==> config.mk <==
export PLATFORM = sky130hd
export DESIGN_NAME = icache_l0_flat
export DESIGN_NICKNAME = d
export VERILOG_FILES = /design/src/rtl/icache_l0_pkg.sv /design/src/rtl/icache_l0_if.sv /design/src/rtl/icache_l0_array.sv /design/src/rtl/icache_l0.sv /design/src/flat_wrapper.sv
export SDC_FILE = /design/constraint.sdc
export NUM_CORES = 1
export LEC_CHECK = 0
export BUFFER_PORTS_ARGS = -buffer_cell sky130_fd_sc_hd__buf_4
export CAP_MARGIN = 20
export CORE_UTILIZATION = 55
export CTS_CLUSTER_SIZE = 10
export DETAILED_ROUTE_END_ITERATION = 7
export PLACE_DENSITY = 0.69
export SLEW_MARGIN = 10
export SYNTH_ARGS = -nofsm -noshare
export SYNTH_HDL_FRONTEND = slang
export SYNTH_SLANG_ARGS = --single-unit
export TNS_END_PERCENT = 5
==> constraint.sdc <==
create_clock -name clk_i -period 14.85 [get_ports clk_i]
set_clock_uncertainty 0.05 [all_clocks]
set_input_delay 2.97 -clock clk_i [delete_from_list [all_inputs] [get_ports clk_i]]
set_output_delay 2.97 -clock clk_i [all_outputs]
set_load 0.02 [all_outputs]
==> src/rtl/icache_l0_pkg.sv <==
// Shared types for the L0 instruction cache: AXI response codes, FSM states and
// the cacheable-region predicate.
package icache_l0_pkg;

  localparam logic [1:0] RESP_OKAY   = 2'b00;
  localparam logic [1:0] RESP_SLVERR = 2'b10;

  typedef enum logic [2:0] {
    StIdle,
    StLookup,
    StMissAr,
    StMissR,
    StResp
  } state_e;

  function automatic logic is_cacheable(input logic [31:0] addr,
                                        input logic [31:0] base,
                                        input logic [31:0] mask);
    return (addr & mask) == base;
  endfunction

endpackage

==> src/rtl/icache_l0_if.sv <==
// AXI-lite read channel pair (AR + R) used on both the fetch side and the
// memory side of the cache.
interface icache_l0_if;
  logic [31:0] araddr;
  logic        arvalid;
  logic        arready;
  logic [31:0] rdata;
  logic [1:0]  rresp;
  logic        rvalid;
  logic        rready;

  modport master (
    output araddr, arvalid, rready,
    input  arready, rdata, rresp, rvalid
  );

  modport slave (
    input  araddr, arvalid, rready,
    output arready, rdata, rresp, rvalid
  );
endinterface

==> src/rtl/icache_l0_array.sv <==
// Direct-mapped tag/valid/data storage: combinational read, one synchronous write
// port. Flush clears every valid bit and takes priority over a same-cycle fill.
module icache_l0_array #(
  parameter int unsigned NSETS = 16,
  parameter int unsigned IDX_W = 4,
  parameter int unsigned TAG_W = 26
) (
  input  logic             clk_i,
  input  logic             rst_n_i,
  input  logic             flush_i,
  input  logic [IDX_W-1:0] rd_idx_i,
  output logic             rd_valid_o,
  output logic [TAG_W-1:0] rd_tag_o,
  output logic [31:0]      rd_data_o,
  input  logic             we_i,
  input  logic [IDX_W-1:0] wr_idx_i,
  input  logic [TAG_W-1:0] wr_tag_i,
  input  logic [31:0]      wr_data_i
);

  logic [NSETS-1:0] valid_q;
  logic [TAG_W-1:0] tag_q  [NSETS];
  logic [31:0]      data_q [NSETS];

  always_ff @(posedge clk_i or negedge rst_n_i) begin
    if (!rst_n_i) begin
      valid_q <= '0;
    end else if (flush_i) begin
      valid_q <= '0;
    end else if (we_i) begin
      valid_q[wr_idx_i] <= 1'b1;
    end
  end

  // Tag and data need no reset: they are only observed through valid_q.
  always_ff @(posedge clk_i) begin
    if (we_i) begin
      tag_q[wr_idx_i]  <= wr_tag_i;
      data_q[wr_idx_i] <= wr_data_i;
    end
  end

  assign rd_valid_o = valid_q[rd_idx_i];
  assign rd_tag_o   = tag_q[rd_idx_i];
  assign rd_data_o  = data_q[rd_idx_i];

endmodule

==> src/rtl/icache_l0.sv <==
// L0 instruction cache: one outstanding fetch, hits answered from local flops,
// misses forwarded as a single-beat AXI-lite read and filled on OKAY.
module icache_l0
  import icache_l0_pkg::*;
#(
  parameter int unsigned NSETS      = 16,
  parameter logic [31:0] CACHE_BASE = 32'h3000_0000,
  parameter logic [31:0] CACHE_MASK = 32'hF000_0000
) (
  input  logic        clk_i,
  input  logic        rst_n_i,
  input  logic        flush_i,
  icache_l0_if.slave  fetch_if,
  icache_l0_if.master mem_if
);

  localparam int unsigned IDX_W = $clog2(NSETS);
  localparam int unsigned TAG_W = 30 - IDX_W;

  state_e      state_q, state_d;
  logic [31:0] req_addr_q, req_addr_d;
  logic [31:0] rdata_q, rdata_d;
  logic [1:0]  rresp_q, rresp_d;
  logic        flush_seen_q, flush_seen_d;

  logic [IDX_W-1:0] req_idx;
  logic [TAG_W-1:0] req_tag;
  logic             req_cacheable;
  logic             rd_valid;
  logic [TAG_W-1:0] rd_tag;
  logic [31:0]      rd_data;
  logic             hit;
  logic             fill_we;

  assign req_idx       = req_addr_q[IDX_W+1:2];
  assign req_tag       = req_addr_q[31:IDX_W+2];
  assign req_cacheable = is_cacheable(req_addr_q, CACHE_BASE, CACHE_MASK);
  // A flush in the lookup cycle must not let a soon-to-be-invalid line hit.
  assign hit           = rd_valid && (rd_tag == req_tag) && req_cacheable && !flush_i;

  icache_l0_array #(
    .NSETS (NSETS),
    .IDX_W (IDX_W),
    .TAG_W (TAG_W)
  ) u_array (
    .clk_i      (clk_i),
    .rst_n_i    (rst_n_i),
    .flush_i    (flush_i),
    .rd_idx_i   (req_idx),
    .rd_valid_o (rd_valid),
    .rd_tag_o   (rd_tag),
    .rd_data_o  (rd_data),
    .we_i       (fill_we),
    .wr_idx_i   (req_idx),
    .wr_tag_i   (req_tag),
    .wr_data_i  (mem_if.rdata)
  );

  always_comb begin
    state_d      = state_q;
    req_addr_d   = req_addr_q;
    rdata_d      = rdata_q;
    rresp_d      = rresp_q;
    flush_seen_d = flush_seen_q;
    fill_we      = 1'b0;

    unique case (state_q)
      StIdle: begin
        if (fetch_if.arvalid) begin
          req_addr_d = fetch_if.araddr;
          state_d    = StLookup;
        end
      end
      StLookup: begin
        if (req_addr_q[1:0] != 2'b00) begin
          rdata_d = '0;
          rresp_d = RESP_SLVERR;
          state_d = StResp;
        end else if (hit) begin
          rdata_d = rd_data;
          rresp_d = RESP_OKAY;
          state_d = StResp;
        end else begin
          state_d = StMissAr;
        end
      end
      StMissAr: begin
        if (mem_if.arready) state_d = StMissR;
      end
      StMissR: begin
        if (mem_if.rvalid) begin
          rdata_d = mem_if.rdata;
          rresp_d = mem_if.rresp;
          state_d = StResp;
          fill_we = (mem_if.rresp == RESP_OKAY) && req_cacheable && !flush_seen_q;
        end
      end
      StResp: begin
        if (fetch_if.rready) state_d = StIdle;
      end
      default: state_d = StIdle;
    endcase

    if (flush_i && (state_q == StMissAr || state_q == StMissR)) flush_seen_d = 1'b1;
    if (state_d == StIdle) flush_seen_d = 1'b0;
  end

  always_ff @(posedge clk_i or negedge rst_n_i) begin
    if (!rst_n_i) begin
      state_q      <= StIdle;
      req_addr_q   <= '0;
      rdata_q      <= '0;
      rresp_q      <= RESP_OKAY;
      flush_seen_q <= 1'b0;
    end else begin
      state_q      <= state_d;
      req_addr_q   <= req_addr_d;
      rdata_q      <= rdata_d;
      rresp_q      <= rresp_d;
      flush_seen_q <= flush_seen_d;
    end
  end

  assign fetch_if.arready = (state_q == StIdle);
  assign fetch_if.rvalid  = (state_q == StResp);
  assign fetch_if.rdata   = rdata_q;
  assign fetch_if.rresp   = rresp_q;

  assign mem_if.arvalid = (state_q == StMissAr);
  assign mem_if.araddr  = (state_q == StMissAr) ? req_addr_q : '0;
  assign mem_if.rready  = (state_q == StMissR);

endmodule
==> src/flat_wrapper.sv <==
// flat-port wrapper written by rule: the top's interface ports become plain ports
module icache_l0_flat import icache_l0_pkg::*;
#(
  parameter int unsigned NSETS      = 16,
  parameter logic [31:0] CACHE_BASE = 32'h3000_0000,
  parameter logic [31:0] CACHE_MASK = 32'hF000_0000
)
  (clk_i, rst_n_i, flush_i, fetch_if_araddr, fetch_if_arvalid, fetch_if_rready, fetch_if_arready, fetch_if_rdata, fetch_if_rresp, fetch_if_rvalid, mem_if_araddr, mem_if_arvalid, mem_if_rready, mem_if_arready, mem_if_rdata, mem_if_rresp, mem_if_rvalid);
  icache_l0_if fetch_if_i ();
  icache_l0_if mem_if_i ();
  input  logic clk_i;
  input  logic rst_n_i;
  input  logic flush_i;
  input wire logic [$bits(fetch_if_i.araddr)-1:0] fetch_if_araddr;
  input wire logic [$bits(fetch_if_i.arvalid)-1:0] fetch_if_arvalid;
  input wire logic [$bits(fetch_if_i.rready)-1:0] fetch_if_rready;
  output wire logic [$bits(fetch_if_i.arready)-1:0] fetch_if_arready;
  output wire logic [$bits(fetch_if_i.rdata)-1:0] fetch_if_rdata;
  output wire logic [$bits(fetch_if_i.rresp)-1:0] fetch_if_rresp;
  output wire logic [$bits(fetch_if_i.rvalid)-1:0] fetch_if_rvalid;
  output wire logic [$bits(mem_if_i.araddr)-1:0] mem_if_araddr;
  output wire logic [$bits(mem_if_i.arvalid)-1:0] mem_if_arvalid;
  output wire logic [$bits(mem_if_i.rready)-1:0] mem_if_rready;
  input wire logic [$bits(mem_if_i.arready)-1:0] mem_if_arready;
  input wire logic [$bits(mem_if_i.rdata)-1:0] mem_if_rdata;
  input wire logic [$bits(mem_if_i.rresp)-1:0] mem_if_rresp;
  input wire logic [$bits(mem_if_i.rvalid)-1:0] mem_if_rvalid;
  assign fetch_if_i.araddr = fetch_if_araddr;
  assign fetch_if_i.arvalid = fetch_if_arvalid;
  assign fetch_if_i.rready = fetch_if_rready;
  assign fetch_if_arready = fetch_if_i.arready;
  assign fetch_if_rdata = fetch_if_i.rdata;
  assign fetch_if_rresp = fetch_if_i.rresp;
  assign fetch_if_rvalid = fetch_if_i.rvalid;
  assign mem_if_araddr = mem_if_i.araddr;
  assign mem_if_arvalid = mem_if_i.arvalid;
  assign mem_if_rready = mem_if_i.rready;
  assign mem_if_i.arready = mem_if_arready;
  assign mem_if_i.rdata = mem_if_rdata;
  assign mem_if_i.rresp = mem_if_rresp;
  assign mem_if_i.rvalid = mem_if_rvalid;
  icache_l0 #(.NSETS(NSETS), .CACHE_BASE(CACHE_BASE), .CACHE_MASK(CACHE_MASK)) u_core (.clk_i(clk_i), .rst_n_i(rst_n_i), .flush_i(flush_i), .fetch_if(fetch_if_i), .mem_if(mem_if_i));
endmodule
==> summary.md <==
| Metric | Value |
|---|---|
| Outcome | finished, final reports clean |
| Setup slack after placement | between 8 and 9 ns |
| Combinational family with the most area after synthesis | multiplexers |
| Synth Area in XOR/XNOR | less than 1% |
| First-pass GRT wire length | between 100000 and 150000 um |
| Post-Synth Adder-Cell Area | 0% |
| RSZ-0062 raised after global routing | no |
| Worst-margin pin slew | around 1.2 ns |
| DRT Pass-1 Iters | 6 |
| # rows | 98 |
| Clock Sinks | 1014 |
| Final setup vio count | 0 |
| Post-DRT Antenna Nets | 0 |
| Worst setup margin | 8.72 ns |
| M3 GR Usage | under 10% |
| Simple-gate portion of the synthesized area | ~2.9% |
| Top cell type's share of synthesized area | ~70% |
| Post-CTS Hold Buffers | 0 |
| Total CTS buffers | 111 |
| Maximum Capacitance Violations | 0 |
| Max incr delay on CP | 0.93 ns |
| Die Span Y | between 200 and 300 um |
| P_sw | roughly 2.7 mW |
| Setup TNS | 0 ns |
| Post-Syn Instances | 2010 |
| DRT Wirelength | 94800 um |
| Mean post-synth cell area | 20.0 um^2 |
| Routability cong. | 0.884 |
| Number of global-route vias before repair | between 20000 and 25000 |
| Clk root buf | clkbuf_16 |
| Cell taking the most area after synthesis | edfxtp_1 |
| Synth Area in Compound Gates | under 10% |
| Leak | around 15 nW |
| GRT busiest layer | met2 |
| Multiplexer area fraction after synthesis | ~17% |
| Area growth, synth to finish | 13.7% |
| Final instance area | approximately 46000 um^2 |
| Clk_lat worst skew | between 0.6 and 0.7 ns |
| Dominant cells by area after synthesis | edfxtp_1 (69%), mux4_2 (12%), dfrtp_1 (5.3%) |
| Switching share of total power | between 30% and 40% |
| Top_reg_cell synth | edfxtp_1 |
| Share of cells above drive strength 1 | 27.9% |
| Area post-placement | ~42000 um^2 |
| Number of vias in the routed layout | roughly 21000 |
| Largest net degree at the start of global routing | about 120 |
| Met2 Usage GRT | between 40% and 50% |
| Slew Viols, Final | 0 |
| Die ar. | roughly 74000 um^2 |
| Clk pwr share | between 20% and 30% |
| Hold crit path type | register to register |
| Vias per cell | between 6 and 7 |
| CP Capture Type | register |
| Comb power frac | 29.3% |
| Fin. Hold Viols | 0 |
| Detailed Route Iter0 Violations | around 2100 |
| Most common cell after layout, fill and taps aside | edfxtp_1 |
| Die width | 272 um |
| Initial antenna violation count | 1 |
| Wire per inst | ~29 um |
| # IOs | ~140 |
| Pint | 5.95 mW |
| Final Net Count | 2275 |
| Number of synthesized register bits | about 1000 |
| Period utilisation layout | 41.3% |
| Req. time, crit path | about 15 ns |
| Initial core utilization | approximately 56% |
| Worst Path Arrival | between 6 and 7 ns |
| PD cells | 190 nW/um^2 |
| Core box area | about 72000 um^2 |
| Type of origin of the critical path | register |
| N_diodes | 0 |
| Most frequent cells in the layout | edfxtp_1 (928), mux4_2 (221), buf_4 (188) |
| Fill cells | roughly 4800 |
| Post-Route Utilization | between 60 and 70% |
| R2R depth | 11 |
| CTS H-tree lvls | 3 |
| Mapped Area | 40200 um^2 |
| Grt total ovfl | 0 |
| VDD IR-drop max | between 0.15 and 0.2 mV |
| Post-synth EDFFs | just over 900 |
| Max Freq | 0.163 GHz |
| # Post-CTS Setup Buffers | 0 |
| Slowest stage cell, crit path | dfrtp_4 |
| Final worst path period need | 6.13 ns |
| Max Root-Sink Buffers | 3 |
| Sequential share of power | between 40% and 50% |
| Cts repair resizes | 0 |
| Total GRT Usage | a little over a quarter |
| Ys async rst share | around 8.5% |
| Worst hold slack | 0.440 ns |
| Critical path cell sequence | buf_12, buf_4, mux4_2, mux2_2, a32oi_1, nand4_1, o21ai_0, nand4_1, nor4_2, o21ba_4, mux2_2 |
| Syn nets | ~2100 |
| Hpwl dp | ~53000 um |
| IO buf count | around 140 |
| Crit Path Category | register to register |
| Drc violations | 0 |
| Clock Pin Slew Worst Setup and Hold Paths | 0.05 ns |
| Hold Path Cell Cnt | 2 |
| Cell variety after synth | 66 |
| Slew margin rel. | roughly 22% |
| Crit path max fanout | 106 |
| CTS tree | built |
| Met1 Use GR | between 30% and 40% |
| Synth warnings | 0 |
| Sequential share of the synthesized area | between 70% and 80% |
==> per-stage QoR <==
step / power (mW) / instances
finish: 8.69 / 3251
floorplan: 5.38 / 2010
detailed placement: 6.24 / 3039
global placement: 6.21 / 3037
global route: 9.01 / 3251
CTS: 8.73 / 3251
==> worst max-delay path: cells and delay by family (launching register included) <==
kind | cells | cell delay (ns)
buffers and inverters | 2 | 1.39
multiplexers | 3 | 1.33
AO/OA/AOI/OAI | 3 | 1.12
flip-flops | 1 | 0.93
AND/OR/NAND/NOR | 3 | 0.92
==> path summary, 6_finish.rpt <==
kind	startpoint	to	slack [ns]
max in group asynchronous	rst_n_i	u_core.req_addr_q[2]	11.20
worst max register to register	u_core.req_addr_q[2]	u_core.fetch_if.rdata[2]	8.72
worst min-delay path	u_core.u_array.valid_q[6]	u_core.u_array.valid_q[6]	0.44
worst max-delay path	u_core.req_addr_q[2]	u_core.fetch_if.rdata[2]	8.72
worst min register to register	u_core.u_array.valid_q[6]	u_core.u_array.valid_q[6]	0.44
min in group asynchronous	rst_n_i	u_core.req_addr_q[10]	2.25
==> logic make-up after synthesis <==
logic type             count (synthesis)
XOR/XNOR                              21
buffers and inverters                163
multiplexers                         395
flip-flops                          1014
AO/OA/AOI/OAI                        170
AND/OR/NAND/NOR                      247
==> cell usage after synthesis (all sizes together), types with 6 or more instances <==
cell / number
nor2: 69
nor3: 18
and2: 23
clkbuf: 62
nand2b: 9
a22o: 8
mux2: 80
nand3: 9
o22ai: 19
a221oi: 10
mux2i: 92
xnor2: 15
a21oi: 9
nor2b: 8
inv: 49
a22oi: 22
mux4: 223
o21ai: 63
xor2: 6
buf: 51
dfrtp: 86
edfxtp: 928
nand2: 75
nor4: 17
nand4: 6
==> power by group through the flow <==
stage                     Combinational, mW  Sequential [mW]  Clock, mW
after floorplan                        1.76             3.61          0
after global placement                 2.52             3.69          0
after detailed placement               2.54             3.70          0
after CTS                              2.56             3.64       2.53
after global routing                   2.69             3.67       2.64
final                                  2.55             3.65       2.50
==> state kept, by name (all words and copies together), names as in the netlist <==
register / count
u_core.fetch_if.rresp: 2
u_core.flush_seen_q: 1
u_core.req_addr_q: 32
u_core.u_array.valid_q: 16
u_core.u_array.tag_q: 416
u_core.state_q: 3
u_core.fetch_if.rdata: 32
u_core.u_array.data_q: 512
==> routing by layer <==
metal  share of wire (%)  up-vias
li1                    -     8558
met1                  41    10900
met5               0.018        -
met3                 8.3      131
met4                 2.7        2
met2                  48      974
==> final cells by class <==
type	count	area (um^2)	area share, %
Tap cell	950	1190	2.60
Clock buffer	207	3200	7.00
Clock inverter	5	81.3	0.178
Sequential cell	1014	30000	65.6
Inverter	50	190	0.416
Multi-Input combinational cell	833	9570	20.9
Timing Repair Buffer	192	1500	3.28
(Power assumes the default switching activity.)
